File: src/rtl/mul_sp.sv
// Multi-cycle IEEE-754 single-precision multiplier: serial shift-add mantissa
// product, round-to-nearest-even, denormals flushed to zero, canonical NaN out.
module mul_sp #(
    parameter logic [31:0] CANON_NAN = 32'h7FC00000
) (
    input  logic        clk,
    input  logic        reset,
    input  logic        strt,
    input  logic [31:0] a,
    input  logic [31:0] b,
    output logic [31:0] o_z,
    output logic        o_done,
    output logic        o_busy
);

    typedef enum logic [2:0] {IDLE, UNPACK, SPECIAL, MULT, NORM, ROUND, DONE} state_t;

    state_t            state, nxt;
    logic [31:0]       ra, rb;
    logic              sz;
    logic [7:0]        ea, eb;
    logic [23:0]       ma, mb;
    logic              a_zero, a_inf, a_nan, b_zero, b_inf, b_nan;
    logic signed [9:0] ez;
    logic [47:0]       prod, mcand;
    logic [23:0]       mplier;
    logic [4:0]        cnt;
    logic [23:0]       mant;
    logic              g, r, st;
    logic              special;
    logic              up;
    logic [24:0]       rsum;
    logic [22:0]       rm;
    logic signed [9:0] re;

    assign special = a_nan | b_nan | a_inf | b_inf | a_zero | b_zero;

    always_ff @(posedge clk) begin
        if (!reset) state <= IDLE;
        else        state <= nxt;
    end

    always_comb begin
        nxt = state;
        case (state)
            IDLE:    if (strt) nxt = UNPACK;
            UNPACK:  nxt = SPECIAL;
            SPECIAL: nxt = special ? DONE : MULT;
            MULT:    if (cnt == 5'd23) nxt = NORM;
            NORM:    nxt = ROUND;
            ROUND:   nxt = DONE;
            DONE:    nxt = IDLE;
            default: nxt = IDLE;
        endcase
    end

    always_comb begin
        o_done = (state == DONE);
        o_busy = (state != IDLE);
    end

    // Nearest-even increment; a carry out of the mantissa renormalises by one.
    always_comb begin
        up   = g & (r | st | mant[0]);
        rsum = {1'b0, mant} + {24'd0, up};
        if (rsum[24]) begin
            rm = rsum[23:1];
            re = ez + 10'sd1;
        end else begin
            rm = rsum[22:0];
            re = ez;
        end
    end

    always_ff @(posedge clk) begin
        if (!reset) begin
            ra <= '0; rb <= '0; sz <= 1'b0; ea <= '0; eb <= '0; ma <= '0; mb <= '0;
            a_zero <= 1'b0; a_inf <= 1'b0; a_nan <= 1'b0;
            b_zero <= 1'b0; b_inf <= 1'b0; b_nan <= 1'b0;
            ez <= '0; prod <= '0; mcand <= '0; mplier <= '0; cnt <= '0;
            mant <= '0; g <= 1'b0; r <= 1'b0; st <= 1'b0;
            o_z <= 32'h0;
        end else begin
            case (state)
                IDLE: if (strt) begin
                    ra <= a;
                    rb <= b;
                end
                UNPACK: begin
                    sz     <= ra[31] ^ rb[31];
                    ea     <= ra[30:23];
                    eb     <= rb[30:23];
                    ma     <= (ra[30:23] != 8'd0) ? {1'b1, ra[22:0]} : 24'd0;
                    mb     <= (rb[30:23] != 8'd0) ? {1'b1, rb[22:0]} : 24'd0;
                    a_zero <= (ra[30:23] == 8'd0);
                    b_zero <= (rb[30:23] == 8'd0);
                    a_inf  <= (ra[30:23] == 8'hFF) && (ra[22:0] == 23'd0);
                    b_inf  <= (rb[30:23] == 8'hFF) && (rb[22:0] == 23'd0);
                    a_nan  <= (ra[30:23] == 8'hFF) && (ra[22:0] != 23'd0);
                    b_nan  <= (rb[30:23] == 8'hFF) && (rb[22:0] != 23'd0);
                end
                SPECIAL: begin
                    ez     <= $signed({2'b00, ea}) + $signed({2'b00, eb}) - 10'sd127;
                    mcand  <= {24'd0, ma};
                    mplier <= mb;
                    prod   <= '0;
                    cnt    <= '0;
                    if (a_nan | b_nan | (a_inf & b_zero) | (a_zero & b_inf))
                        o_z <= CANON_NAN;
                    else if (a_inf | b_inf)
                        o_z <= {sz, 8'hFF, 23'd0};
                    else if (a_zero | b_zero)
                        o_z <= {sz, 31'd0};
                end
                MULT: begin
                    if (mplier[0]) prod <= prod + mcand;
                    mcand  <= mcand << 1;
                    mplier <= mplier >> 1;
                    cnt    <= cnt + 5'd1;
                end
                NORM: begin
                    // Product of two [1,2) mantissas lies in [1,4); bit 47 marks >= 2.
                    if (prod[47]) begin
                        mant <= prod[47:24];
                        g    <= prod[23];
                        r    <= prod[22];
                        st   <= |prod[21:0];
                        ez   <= ez + 10'sd1;
                    end else begin
                        mant <= prod[46:23];
                        g    <= prod[22];
                        r    <= prod[21];
                        st   <= |prod[20:0];
                    end
                end
                ROUND: begin
                    if (re >= 10'sd255)    o_z <= {sz, 8'hFF, 23'd0};
                    else if (re <= 10'sd0) o_z <= {sz, 31'd0};
                    else                   o_z <= {sz, re[7:0], rm};
                end
                default: ;
            endcase
        end
    end

endmodule

File: config.mk
export PLATFORM = sky130hd
export DESIGN_NAME = mul_sp
export DESIGN_NICKNAME = d
export VERILOG_FILES = /design/src/rtl/mul_sp.sv
export SDC_FILE = /design/constraint.sdc
export NUM_CORES = 1
export LEC_CHECK = 0
export BUFFER_PORTS_ARGS = -buffer_cell sky130_fd_sc_hd__buf_2
export CAP_MARGIN = 0
export CORE_AREA = 2 2 190 192
export DETAILED_ROUTE_END_ITERATION = 8
export DIE_AREA = 0 0 192 194
export HOLD_SLACK_MARGIN = 0.08
export MAX_ROUTING_LAYER = met4
export PLACE_DENSITY = 0.74
export SYNTH_ARGS = -nofsm -noshare
export SYNTH_HDL_FRONTEND = slang
export SYNTH_SLANG_ARGS = --single-unit
File: constraint.sdc
create_clock -name clk -period 3.3 [get_ports clk]
set_input_delay 0.33 -clock clk [delete_from_list [all_inputs] [get_ports clk]]
set_output_delay 0.33 -clock clk [all_outputs]
set_load 0.005 [all_outputs]
# Word level (Yosys, flattened, before mapping)
# Cells that the tools add are included.
[word_totals]
ff_bits = 332
latchBits = 0
ram_bits = 0
rom_bits = 0
in_bits = 67
output_inout_bits = 34
elab_cells = 110
mem_count = 0
[op_classes]
add_sub_neg = 6
mul = 0
div_mod_pow = 0
magnitude_cmp = 2
eq_ne = 14
shift = 0
n_mux = 25
n_bitwise = 15
n_reduce_logical = 24
[op_table]
columns = ["op", "n"]
rows = [
  ["case mux 48 bit (2 select lines)", 2],
  ["two-way mux 32 bit", 3],
  ["two-way mux 24 bit", 3],
  ["case mux 32 bit (2 select lines)", 1],
  ["two-way mux 31 bit", 2],
  ["adder 48 bit", 1],
  ["two-way mux 48 bit", 1],
  ["case mux 24 bit (2 select lines)", 1],
  ["logical NOT 23 bit", 2],
  ["nonzero test 23 bit", 2],
  ["adder 24 x 1 -> 25 bit", 1],
  ["two-way mux 23 bit", 1],
  ["OR reduction 22 bit", 1],
  ["OR reduction 21 bit", 1],
  ["two-way mux 10 bit", 2],
  ["case mux 10 bit (2 select lines)", 1],
  ["case mux 3 bit (6 select lines)", 1],
  ["equality test 8 bit, second input constant", 2],
  ["logical NOT 8 bit", 2],
  ["nonzero test 8 bit", 2],
  ["bitwise OR 1 bit", 11],
  ["adder 10 x 2 -> 10 bit, second input constant", 1],
  [">= comparator 10 x 9 -> 1 bit, second input constant", 1],
  ["<= comparator 10 x 1 -> 1 bit, second input constant", 1],
  ["19 further kinds", 40],
]

# Depth between registers and ports, before layout
[depth]
word_depth = 9
depth_mapped = 14
mapped_depth_nobuf = 14

# Worst setup path after synthesis
# No wires, ideal clock.
[synth_timing]
kind = "register -> register"
from = "register prod[0]"
to = "register prod[44]"
setup_ns = 0.117
t_arrival_ns = 2.779
slack_ns = 0.404
stages_incl_launch_ff = 12
n_path_buf = 0
period_less_slack_ns = 2.896
cell_sequence = "dfxtp_1 > ha_1 > fa_1 > a21oi_1 > o21ai_0 > o41ai_2 > a22oi_1 > a221oi_1 > o21ai_0 > nand3_1 > nand3_1 > a32o_1"
[synth_via]
elab_chain_len = 3
[synth_lines]
columns = ["item", "line", "rtl"]
rows = [
  ["start: declaration", "25", "logic [47:0] prod, mcand;"],
  ["start signal: assignment", "116", "if (mplier[0]) prod <= prod + mcand;"],
  ["adder 48 bit", "116", ""],
  ["two-way mux 48 bit", "116", ""],
  ["case mux 48 bit (2 select lines)", "84", "case (state)"],
]
# Every way passes these cells. The select of a mux whose other input is x is not followed.
# A chain may end at the register's enable or synchronous reset.

# Final worst setup path
[layout_timing]
from = "register mant[0]"
to = "register o_z[1]"
[layout_via]
elab_chain_len = 8
word_cells_on_any_way = 10
cone_classes = "add/sub (1); order compare (2); mux (5); bitwise (2)"
[layout_lines]
columns = ["item", "line", "rtl"]
rows = [
  ["start: declaration", "28", "logic [23:0] mant;"],
  ["start signal: assignment", "124", "mant <= prod[47:24];"],
  ["start signal: assignment", "130", "mant <= prod[46:23];"],
  ["bitwise OR 1 bit", "64", "up = g & (r | st | mant[0]);"],
  ["bitwise AND 1 bit", "64", ""],
  ["adder 24 x 1 -> 25 bit *", "65", "rsum = {1'b0, mant} + {24'd0, up};"],
  ["two-way mux 10 bit", "66", "if (rsum[24]) begin"],
  ["<= comparator 10 x 1 -> 1 bit", "138", "else if (re <= 10'sd0) o_z <= {sz, 31'd0};"],
  ["two-way mux 31 bit", "138", ""],
  ["two-way mux 31 bit *", "137", "if (re >= 10'sd255) o_z <= {sz, 8'hFF, 23'd0};"],
  ["case mux 32 bit (2 select lines) *", "84", ""],
  ["end signal: assignment", "137", ""],
  ["end signal: assignment", "138", ""],
  ["end signal: assignment", "139", "else o_z <= {sz, re[7:0], rm};"],
  ["end: declaration", "11", "output logic [31:0] o_z,"],
]
# Every way passes the cells marked *; elsewhere a longest branch is shown, timed or not.

==> qor.log <==
[setup_path] setup slack of the most critical reg-to-reg path 0.11 ns
[setup_path] number of cells on the worst reg-to-reg path 11
[detailed_routing] DRT Pass-1 Iters 6
[detailed_routing] number of DRC markers after the initial detailed-route iteration 1028
[die] die span in y 194 microns
[timing] Period minus WS final 3.19 ns
[power] worst voltage drop across the vdd grid 0.563 mV
[placed_design] estimated wirelength of the detail-placed design 30900 microns
[setup_path] origin of the critical flop-to-flop path mant[0]
[timing] final setup slack of the worst path 0.115 ns
[die] area of the core 35200 sq um
[logic_synthesis] warnings from Yosys 0
[global_route] wire length of the first global-routing pass 74500 microns
[detailed_routing] DRT antenna net count 0
[global_route] pin count of the biggest net entering global routing 103
[logic_synthesis] synthesized netlist net count 2204
[layout] Final #Nets 2304
[global_route] via count of the first global-routing pass 14500
[placed_design] pre-CTS worst setup slack 0.0272 ns
[clocking] clk buf depth 3
[power] total chip power 10.2 mW
[layout] share of the core filled with cells 57.4%
[clocking] CTS H-tree lvls 2
[power] Leak 8.55 nW
[timing] Final setup viols 0
[layout] most common library cell in the layout ignoring fill and taps sky130_fd_sc_hd__nand2_1
[detailed_routing] total via count after detailed routing 15400
[setup_path] timing startpoint of the critical path mant[0]
[detailed_routing] remaining design rule violation count 0
[setup_path] kind of capture point of the worst setup path flop
[run_status] status completed
[logic_synthesis] combined area of all synthesized cells 17300 sq um
[logic_synthesis] number of enable-type register cells in the synthesized netlist 0
[setup_path] reg2reg end o_z[1]
[detailed_routing] post-DR wirelength/cell 17.0 microns
[layout] most frequent cells in the layout 401 x sky130_fd_sc_hd__nand2_1, 331 x sky130_fd_sc_hd__dfxtp_1, 116 x sky130_fd_sc_hd__a21boi_0
[timing] pins over their slew limit 0
[timing] worst setup skew after layout 0.0139 ns
[detailed_routing] total wire length 45100 microns
[die] Placement Rows 69
[setup_path] Crit path required time 3.72 ns
[placed_design] final RePlAce weighted congestion 0.930
[layout] non-filler cells in the finished layout 2660
[clocking] root buf cell sky130_fd_sc_hd__clkbuf_16
[layout] Antenna Cells 0
[die] area enclosed by the die boundary 37200 sq um
[layout] Area Growth Syn to Fin 16.7%
[placed_design] buffers added on ports 100
[setup_path] class of the most critical setup path reg2reg
[clocking] clock insertion delay at the later pin of the skew report 0.54 ns
[clocking] TritonCTS buffer count 38
[logic_synthesis] register area share after synthesis 38.4%
[clocking] CTS clk-pin slew, worst paths 0.06 ns
[clocking] CTS tree done
[logic_synthesis] flops & latches, synth 332
[global_route] total overflow reported by the global router 0
[logic_synthesis] number of distinct library cells after synthesis 74
[setup_path] CP Launch Type flop
[detailed_routing] vias per std cell 5.79
[clocking] number of clock sinks 332
[logic_synthesis] mean cell area of the mapped netlist 8.37 sq um
[timing] Tcrit/Tclk final 96.5%
[timing] Fmax 0.314 GHz
[logic_synthesis] asr flop ratio synth 0%
[layout] share of layout cells above drive strength 1 11.1%
[logic_synthesis] post-synthesis cell count 2070
[die] initial core utilization 49.2%
[setup_path] worst path arrival time 3.60 ns
[timing] Worst-Margin Slew 1.25 ns
[logic_synthesis] top_reg_cell synth sky130_fd_sc_hd__dfxtp_1
[run] number of max-cap violations 0
[power] pwr/cell area 506 nW/um^2
[timing] worst relative slew slack 15.7%
[hold_path] worst min-delay path category in2reg
[die] floorplan die width 192 microns
[setup_path] largest fanout of any net on the critical path 15
[timing] number of hold violations in the final report 0
[global_route] all-layer global routing usage 24.6%
[die] top-level I/O count 101
[setup_path] Worst Setup EP o_z[1]
[placed_design] instance count after placement with tap cells included 2525
[global_route] antenna violations before repair 0
## worst min path at each step
stage / startpoint / endpoint / slack (ns) / cells past startpoint
finish: b[24] / rb[24] / 0.09 / 3
global route: b[24] / rb[24] / 0.09 / 3
CTS: b[25] / rb[25] / 0.08 / 3
detailed placement: ma[12] / ma[12] / 0.45 / 2
global placement: o_z[1] / o_z[1] / 0.45 / 1
floorplan: ma[10] / ma[10] / 0.44 / 2
## synth_stat cells (all sizes together), types with 8 or more instances
| cell type | count | area (sq um) |
|---|---|---|
| a21boi | 116 | 871 |
| nor2b | 44 | 275 |
| buf | 15 | 80.1 |
| mux2i | 73 | 731 |
| o211a | 75 | 751 |
| nand3 | 85 | 438 |
| xor2 | 27 | 236 |
| nor3 | 36 | 196 |
| a211oi | 8 | 72.6 |
| o21ai | 94 | 474 |
| clkbuf | 132 | 495 |
| a22oi | 34 | 269 |
| nand4 | 20 | 155 |
| a21oi | 115 | 576 |
| a22o | 14 | 123 |
| nor4 | 20 | 125 |
| or3 | 13 | 86.3 |
| a32o | 20 | 200 |
| a21o | 32 | 240 |
| dfxtp | 332 | 6650 |
| a31oi | 14 | 87.6 |
| nand2 | 402 | 1510 |
| xnor2 | 44 | 385 |
| o21bai | 10 | 75.1 |
| nand2b | 8 | 50.1 |
| o211ai | 13 | 111 |
| and2 | 32 | 200 |
| nor2 | 59 | 221 |
| and3 | 14 | 93.8 |
| ha | 65 | 813 |
| inv | 36 | 135 |
## critical path, stage by stage, from the launching register on
cell	delay, ns
sky130_fd_sc_hd__dfxtp_1	0.35
sky130_fd_sc_hd__and2_1	0.19
sky130_fd_sc_hd__ha_1	0.23
sky130_fd_sc_hd__and4_1	0.33
sky130_fd_sc_hd__nand3_4	0.12
sky130_fd_sc_hd__or3_4	0.47
sky130_fd_sc_hd__o41ai_4	0.41
sky130_fd_sc_hd__a31oi_4	0.19
sky130_fd_sc_hd__o211ai_4	0.30
sky130_fd_sc_hd__nor3_4	0.10
sky130_fd_sc_hd__buf_12	0.15
sky130_fd_sc_hd__a32o_1	0.25
## metal layers
metal	GRT usage [%]	up-vias	share of wire, %
li1	-	7600	-
met1	34.1	7262	47
met2	38.1	464	45
met3	2.97	86	5.6
met4	5.85	0	2.1
met5	-	-	0
## power by group
part / internal [mW] / switching [mW] / leakage (nW)
combinational: 0.573 / 0.893 / 5.23
sequential: 4.24 / 0.236 / 2.69
clock: 2.56 / 1.73 / 0.632
total: 7.38 / 2.86 / 8.55
## sequential cells by signal, summed over array words and instances (netlist names), 3 cells and up
register  flops
o_z          32
cnt           5
ez           10
mcand        48
eb            8
ra           32
state         3
ma           24
ea            8
prod         48
rb           32
mant         24
mplier       24
mb           24
## per-stage QoR
step / area, sq um / hold WS, ns / setup TNS, ns
after floorplan: 17300 / 0.436 / 0
after global placement: 18200 / 0.445 / 0
after detailed placement: 18200 / 0.451 / 0
after CTS: 20100 / 0.0814 / 0
after global routing: 20200 / 0.0897 / -0.00967
final: 20200 / 0.0864 / 0
## layout make-up
cell class,count,area [sq um]
flip-flops and latches,332,6650
fillers,3144,15000
multi-input cells,1556,10100
clock inverters,17,203
inverters,37,139
repair buffers,205,1480
clock buffers,52,1080
well taps,461,577
## kinds of logic after synthesis
logic type,share of synthesized area [%]
AOI/OAI and AO/OA,24.3
muxes,4.35
buffers and inverters,4.12
xor gates and xnor gates,3.59
adders and majority gates,4.93
DFF,38.4
and+or+nand+nor,20.3
## what timing repair did
action                     in CTS  in global routing
buffers inserted                0                  4
hold buffers                   60                  0
setup endpoints to repair       0                 31
gates resized for setup         0                 17
hold endpoints to repair       60                  0
Power figures use the tool's default switching activity.
